==> src/rtl/data_memory_controller_pkg.sv <==
// Shared load/store control encodings and controller state codes; also used by the decoder.
// Pure definitions: no latency, no flow control.
package data_memory_controller_pkg;

    localparam int RD_EN_BIT  = 3;
    localparam int RD_F3_MSB  = 2;
    localparam int WR_EN_BIT  = 2;
    localparam int WR_SZ_MSB  = 1;

    localparam logic [2:0] F3_LB  = 3'b000;
    localparam logic [2:0] F3_LH  = 3'b001;
    localparam logic [2:0] F3_LW  = 3'b010;
    localparam logic [2:0] F3_LBU = 3'b100;
    localparam logic [2:0] F3_LHU = 3'b101;

    localparam logic [1:0] SZ_BYTE = 2'b00;
    localparam logic [1:0] SZ_HALF = 2'b01;
    localparam logic [1:0] SZ_WORD = 2'b10;

    typedef enum logic [1:0] {
        ST_IDLE   = 2'b00,
        ST_ACCESS = 2'b01,
        ST_DONE   = 2'b10
    } state_e;

    // Undefined load funct3 codes collapse onto word size.
    function automatic logic [1:0] ld_size(input logic [2:0] funct3);
        case (funct3[1:0])
            2'b00:   ld_size = SZ_BYTE;
            2'b01:   ld_size = SZ_HALF;
            default: ld_size = SZ_WORD;
        endcase
    endfunction

    function automatic logic is_misaligned(input logic [1:0] size, input logic [1:0] addr_lo);
        case (size)
            SZ_BYTE: is_misaligned = 1'b0;
            SZ_HALF: is_misaligned = addr_lo[0];
            default: is_misaligned = (addr_lo != 2'b00);
        endcase
    endfunction

endpackage

==> src/rtl/data_memory_controller_lane_align.sv <==
// Store lane steering / byte enables and load lane select with sign or zero extension.
// Purely combinational (0 cycles); no flow control of its own.
module mem_lane_align
    import data_memory_controller_pkg::*;
(
    input  logic        i_is_write,
    input  logic [1:0]  i_st_size,
    input  logic [1:0]  i_st_addr_lo,
    input  logic [31:0] i_st_data,
    output logic [31:0] o_st_data,
    output logic [3:0]  o_byteen,
    input  logic [2:0]  i_ld_funct3,
    input  logic [1:0]  i_ld_addr_lo,
    input  logic [31:0] i_ld_word,
    output logic [31:0] o_ld_data
);

    logic [7:0]  w_byte;
    logic [15:0] w_half;

    always_comb begin
        o_st_data = i_st_data;
        o_byteen  = 4'b1111;
        if (i_is_write) begin
            case (i_st_size)
                SZ_BYTE: begin
                    o_st_data = {4{i_st_data[7:0]}};
                    o_byteen  = 4'b0001 << i_st_addr_lo;
                end
                SZ_HALF: begin
                    o_st_data = {2{i_st_data[15:0]}};
                    o_byteen  = i_st_addr_lo[1] ? 4'b1100 : 4'b0011;
                end
                default: begin
                    o_st_data = i_st_data;
                    o_byteen  = 4'b1111;
                end
            endcase
        end
    end

    assign w_byte = i_ld_word[{i_ld_addr_lo, 3'b000} +: 8];
    assign w_half = i_ld_word[{i_ld_addr_lo[1], 4'b0000} +: 16];

    always_comb begin
        case (i_ld_funct3)
            F3_LB:   o_ld_data = {{24{w_byte[7]}}, w_byte};
            F3_LH:   o_ld_data = {{16{w_half[15]}}, w_half};
            F3_LBU:  o_ld_data = {24'h0, w_byte};
            F3_LHU:  o_ld_data = {16'h0, w_half};
            default: o_ld_data = i_ld_word;
        endcase
    end

endmodule

==> src/rtl/data_memory_controller.sv <==
// MEM-stage controller: one handshaked word access per request, 2+ cycles, ack or timeout ends it.
// BUSYWAIT stalls the pipeline from the request cycle until the one-cycle DONE window.
module data_memory_controller
    import data_memory_controller_pkg::*;
#(
    parameter int ACK_TIMEOUT = 255
) (
    input  logic        CLK,
    input  logic        RESET,
    input  logic [3:0]  READ_CTRL,
    input  logic [2:0]  WRITE_CTRL,
    input  logic [31:0] ADDRESS,
    input  logic [31:0] WRITE_DATA,
    output logic [31:0] READ_DATA,
    output logic        BUSYWAIT,
    output logic        MISALIGNED,
    output logic        TIMEOUT_ERR,
    output logic        MEM_READ,
    output logic        MEM_WRITE,
    output logic [29:0] MEM_ADDRESS,
    output logic [31:0] MEM_WRITEDATA,
    output logic [3:0]  MEM_BYTEEN,
    input  logic [31:0] MEM_READDATA,
    input  logic        MEM_ACK
);

    localparam int CW = (ACK_TIMEOUT < 2) ? 1 : $clog2(ACK_TIMEOUT);
    localparam logic [CW-1:0] CNT_LAST = CW'(ACK_TIMEOUT - 1);

    state_e        r_state;
    logic [CW-1:0] r_cnt;
    logic          r_is_write;
    logic [2:0]    r_funct3;
    logic [1:0]    r_addr_lo;
    logic [31:0]   r_read_data;
    logic          r_misaligned;
    logic          r_timeout;
    logic          r_mem_read;
    logic          r_mem_write;
    logic [29:0]   r_mem_addr;
    logic [31:0]   r_mem_wdata;
    logic [3:0]    r_mem_byteen;

    logic          w_wr;
    logic          w_req;
    logic [1:0]    w_size;
    logic          w_misaligned;
    logic [31:0]   w_st_data;
    logic [3:0]    w_byteen;
    logic [31:0]   w_ld_data;

    // A store beats a simultaneous load.
    assign w_wr         = WRITE_CTRL[WR_EN_BIT];
    assign w_req        = READ_CTRL[RD_EN_BIT] | w_wr;
    assign w_size       = w_wr ? WRITE_CTRL[WR_SZ_MSB:0] : ld_size(READ_CTRL[RD_F3_MSB:0]);
    assign w_misaligned = is_misaligned(w_size, ADDRESS[1:0]);

    mem_lane_align u_lane_align (
        .i_is_write   (w_wr),
        .i_st_size    (w_size),
        .i_st_addr_lo (ADDRESS[1:0]),
        .i_st_data    (WRITE_DATA),
        .o_st_data    (w_st_data),
        .o_byteen     (w_byteen),
        .i_ld_funct3  (r_funct3),
        .i_ld_addr_lo (r_addr_lo),
        .i_ld_word    (MEM_READDATA),
        .o_ld_data    (w_ld_data)
    );

    always_ff @(posedge CLK) begin
        if (RESET) begin
            r_state      <= ST_IDLE;
            r_cnt        <= '0;
            r_is_write   <= 1'b0;
            r_funct3     <= 3'b000;
            r_addr_lo    <= 2'b00;
            r_read_data  <= 32'h0;
            r_misaligned <= 1'b0;
            r_timeout    <= 1'b0;
            r_mem_read   <= 1'b0;
            r_mem_write  <= 1'b0;
            r_mem_addr   <= 30'h0;
            r_mem_wdata  <= 32'h0;
            r_mem_byteen <= 4'h0;
        end else begin
            case (r_state)
                ST_IDLE: begin
                    if (w_req) begin
                        r_misaligned <= 1'b0;
                        r_timeout    <= 1'b0;
                        r_is_write   <= w_wr;
                        r_funct3     <= READ_CTRL[RD_F3_MSB:0];
                        r_addr_lo    <= ADDRESS[1:0];
                        if (w_misaligned) begin
                            r_misaligned <= 1'b1;
                            r_read_data  <= 32'h0;
                            r_state      <= ST_DONE;
                        end else begin
                            r_mem_read   <= ~w_wr;
                            r_mem_write  <= w_wr;
                            r_mem_addr   <= ADDRESS[31:2];
                            r_mem_wdata  <= w_st_data;
                            r_mem_byteen <= w_byteen;
                            r_cnt        <= '0;
                            r_state      <= ST_ACCESS;
                        end
                    end
                end
                ST_ACCESS: begin
                    // Ack is checked first so it wins over a same-cycle timeout.
                    if (MEM_ACK) begin
                        if (!r_is_write) begin
                            r_read_data <= w_ld_data;
                        end
                        r_mem_read  <= 1'b0;
                        r_mem_write <= 1'b0;
                        r_state     <= ST_DONE;
                    end else if (r_cnt == CNT_LAST) begin
                        r_mem_read  <= 1'b0;
                        r_mem_write <= 1'b0;
                        r_read_data <= 32'h0;
                        r_timeout   <= 1'b1;
                        r_state     <= ST_DONE;
                    end else begin
                        r_cnt <= r_cnt + 1'b1;
                    end
                end
                ST_DONE: begin
                    r_state <= ST_IDLE;
                end
                default: begin
                    r_state <= ST_IDLE;
                end
            endcase
        end
    end

    assign BUSYWAIT      = ((r_state == ST_IDLE) && w_req) || (r_state == ST_ACCESS);
    assign READ_DATA     = r_read_data;
    assign MISALIGNED    = r_misaligned;
    assign TIMEOUT_ERR   = r_timeout;
    assign MEM_READ      = r_mem_read;
    assign MEM_WRITE     = r_mem_write;
    assign MEM_ADDRESS   = r_mem_addr;
    assign MEM_WRITEDATA = r_mem_wdata;
    assign MEM_BYTEEN    = r_mem_byteen;

endmodule

==> config.mk <==
export PLATFORM = sky130hd
export DESIGN_NAME = data_memory_controller
export DESIGN_NICKNAME = d
export VERILOG_FILES = /design/src/rtl/data_memory_controller_pkg.sv /design/src/rtl/data_memory_controller_lane_align.sv /design/src/rtl/data_memory_controller.sv
export SDC_FILE = /design/constraint.sdc
export NUM_CORES = 1
export LEC_CHECK = 0
export CAP_MARGIN = 20
export CORE_ASPECT_RATIO = 1.25
export CORE_MARGIN = 5
export CORE_UTILIZATION = 41
export DETAILED_ROUTE_END_ITERATION = 10
export PLACE_DENSITY_LB_ADDON = 0.05
export SLEW_MARGIN = 20
export SYNTH_ARGS = -nofsm -noshare
export SYNTH_HDL_FRONTEND = slang
export SYNTH_HIERARCHICAL = 1
export SYNTH_SLANG_ARGS = --single-unit
==> constraint.sdc <==
create_clock -name CLK -period 2 [get_ports CLK]
set_input_delay 0.6 -clock CLK [delete_from_list [all_inputs] [get_ports CLK]]
set_output_delay 0.6 -clock CLK [all_outputs]
set_load 0.05 [all_outputs]
==> flow_summary.ini <==
[outcome]
outcome = complete, no violations

[drt]
wl_per_cell_um = 16.5
dr_total_vias = 6039
met3_length_um = 1550
vias_per_cell = 5.21
route.met2.wl_um = 9790
met1_length_um = 7470
ant_nets = 0
highest_layer = met4
drt-pass1-iter-count = 5
drt_iter0_drc = 361
route.detailed.drc = 0
routed_wl_um = 19200

[floorplanning]
rows = 48
fp.dieW_um = 116
start_util_pct = 41.8
die_h_um = 143
core_um2 = 13800
die_area_um2 = 16600
num_io_pins = 209

[layout]
final_cell_count_no_fill = 1160
area_delta_synth_final_pct = 52.5
antennaDiodeCount = 0
postLayoutCellArea_um2 = 8810
final_layout_size_suffix_gt1_share_pct = 24.3
fin_nets = 1080

[clock_network]
cts_buffer_depth = 2
tritoncts = built
cts.sinks = 118
numCtsBuffers = 17
htreeDepth = 4
clk_pin_slew_worst_paths_ns = 0.05
clk_latency_ns = 0.41
cts-root-buf = clkbuf_16

[worst_hold_path]
whs_path_depth = 2
hp-class = flip-flop to flip-flop

[yosys]
ys_warn_count = 6
ys.flop_type = dfxtp_1
async_flop_share_pct = 0
avgSynthCellArea_um2 = 7.69
ys_seq_area_share_pct = 40.9
synthCells = 751
ys_types = 42
synth_edf_count = 0
ys_ff_latch = 118
syn-cell-area_um2 = 5770
synth_nets = 859

[power]
p_per_area_nw_per_um2 = 975
ir_worst_vdd_v = 0.000610
p_leak_nw = 3.61

[critical_path]
required_ns = 2.29
slowest_stage = clkdlybuf4s50_1
r2r_cells = 8
critPathMaxFanout = 8
critPathLaunchType = input pin
arrival_ns = 2.25
crit_path_end_kind = flip-flop
crit_chain = clkdlybuf4s50_1 -> buf_4 -> nand2b_1 -> o21ai_1 -> buf_4 -> buf_12 -> mux2i_1 -> o21ai_0 -> nand2_1 -> a21oi_1
crit_type = input pin to flip-flop
path_common_cell = buf_4
max_stage_delay_ns = 0.52

[timing]
period_needed_ns = 1.96
finalSetupViolCount = 0
slew_headroom_pct = 70.3
finalSetupTns_ns = 0
worst_pin_slew_ns = 0.441
finalCritPeriodShare_pct = 98.1
fin_skew_ns = 0.00732
holdWs_ns = 0.454
drv_slew = 0
clock.fmax_ghz = 0.510
hold_viol = 0

[placement]
hpwlAfterDp_um = 13800
place_congestion = 0.900
postPlaceCellArea_um2 = 7940
port-buffer-count = 208
placed_cells = 1118

[flow_run]
maxCapViolCount = 0

[global_route]
antenna_found_initial = 0
grt_pass1_wl_um = 29300
grt_overflow = 0
grt_pass1_vias = 5945
grt_usage_pct = 22.2
grt_max_degree = 55
==> state kept, by name, summed over array words and instances, names as in the netlist, 2 cells and up <==
| signal | count |
|---|---|
| MEM_ADDRESS | 30 |
| MEM_BYTEEN | 4 |
| MEM_WRITEDATA | 32 |
| READ_DATA | 32 |
| r_addr_lo | 2 |
| r_cnt | 8 |
| r_funct3 | 3 |
| r_state | 2 |
==> cell type report <==
class                           count  area (um^2)
Fill cell                        1256         5010
Multi-Input combinational cell    562         3140
Timing Repair Buffer              263         2390
Sequential cell                   118         2360
Clock buffer                       22          484
Tap cell                          175          219
Clock inverter                     10          166
Inverter                           10         37.5
==> per-layer routing <==
layer | vias up | global-route usage [%]
met3 | 24 | 7.59
li1 | 3007 | -
met1 | 2806 | 25.2
met2 | 202 | 38.7
met5 | - | 0
met4 | 0 | 7.03
==> critical path, delay by kind of cell <==
kind / cells / cell delay (ns)
AO/OA/AOI/OAI: 3 / 0.31
buffers and inverters: 4 / 0.95
multiplexers: 1 / 0.23
AND/OR/NAND/NOR: 2 / 0.13
==> metrics by stage <==
stage	setup WS, ns	util (%)	power (mW)
6_report	0.0377	63.7	8.59
5_1_grt	-0.0124	63.7	8.94
2_1_floorplan	0.00489	-	4.25
4_1_cts	-0.00815	62.4	8.50
3_3_place_gp	-0.494	57.5	5.11
3_5_place_dp	-0.585	57.5	5.15
==> cell families after synthesis <==
group / count (synthesis) / share of synthesized area, %
mux: 20 / 3.73
flops: 118 / 40.9
fa+ha+maj: 2 / 0.433
buf+inv: 72 / 6.57
simple gates: 336 / 26.8
compound gates: 203 / 21.6
==> where the power goes <==
part	switching, mW	total (mW)	internal (mW)
sequential	0.133	2.66	2.53
clock	1.10	3.32	2.22
combinational	1.58	2.60	1.03
==> Yosys cell counts, types with 5 or more instances <==
master | count | area share, %
clkbuf_1 | 27 | 1.8
buf_4 | 11 | 1.4
a22oi_1 | 18 | 2.3
a21oi_1 | 98 | 8.5
nor2b_1 | 12 | 1.3
o21ai_1 | 5 | 0.43
nand3_1 | 35 | 3.0
or3_1 | 8 | 0.87
mux2i_1 | 8 | 1.4
nand2b_1 | 39 | 4.2
dfxtp_1 | 118 | 41
o21ai_0 | 49 | 4.2
nor2_1 | 13 | 0.85
a211oi_1 | 7 | 0.91
nand2_1 | 210 | 14
buf_2 | 18 | 1.6
mux2_2 | 12 | 2.3
buf_6 | 6 | 1.2
nor3_1 | 6 | 0.52
o211ai_1 | 9 | 1.2
a221oi_2 | 7 | 1.8
inv_1 | 9 | 0.59
==> cell usage in the layout, fill, tap and decap left out, drive strengths merged, types with 12 or more instances in the layout <==
master / count
nand2: 210
buf: 158
dfxtp: 118
a21oi: 99
clkdlybuf4s50: 98
o21ai: 54
nand2b: 39
nand3: 35
clkbuf: 24
a22oi: 19
nor2: 14
nor2b: 12
mux2: 12
==> repair_timing <==
item / in CTS / in global routing
cloned: 0 / 2
gates resized for setup: 9 / 24
pin swaps: 1 / 9
endpoints found under the setup margin: 89 / 56
hold buffers: 0 / 0
setup buffers: 0 / 8
==> path summary, 6_finish.rpt <==
path                               startpoint  slack [ns]                end
worst max-delay path             READ_CTRL[0]        0.04  MEM_WRITEDATA[24]
worst min-delay path            MEM_BYTEEN[2]        0.45      MEM_BYTEEN[2]
worst max register to register       r_cnt[0]        0.12           r_cnt[7]
worst min register to register  MEM_BYTEEN[2]        0.45      MEM_BYTEEN[2]
No activity file was read; power rests on OpenSTA's default activity.
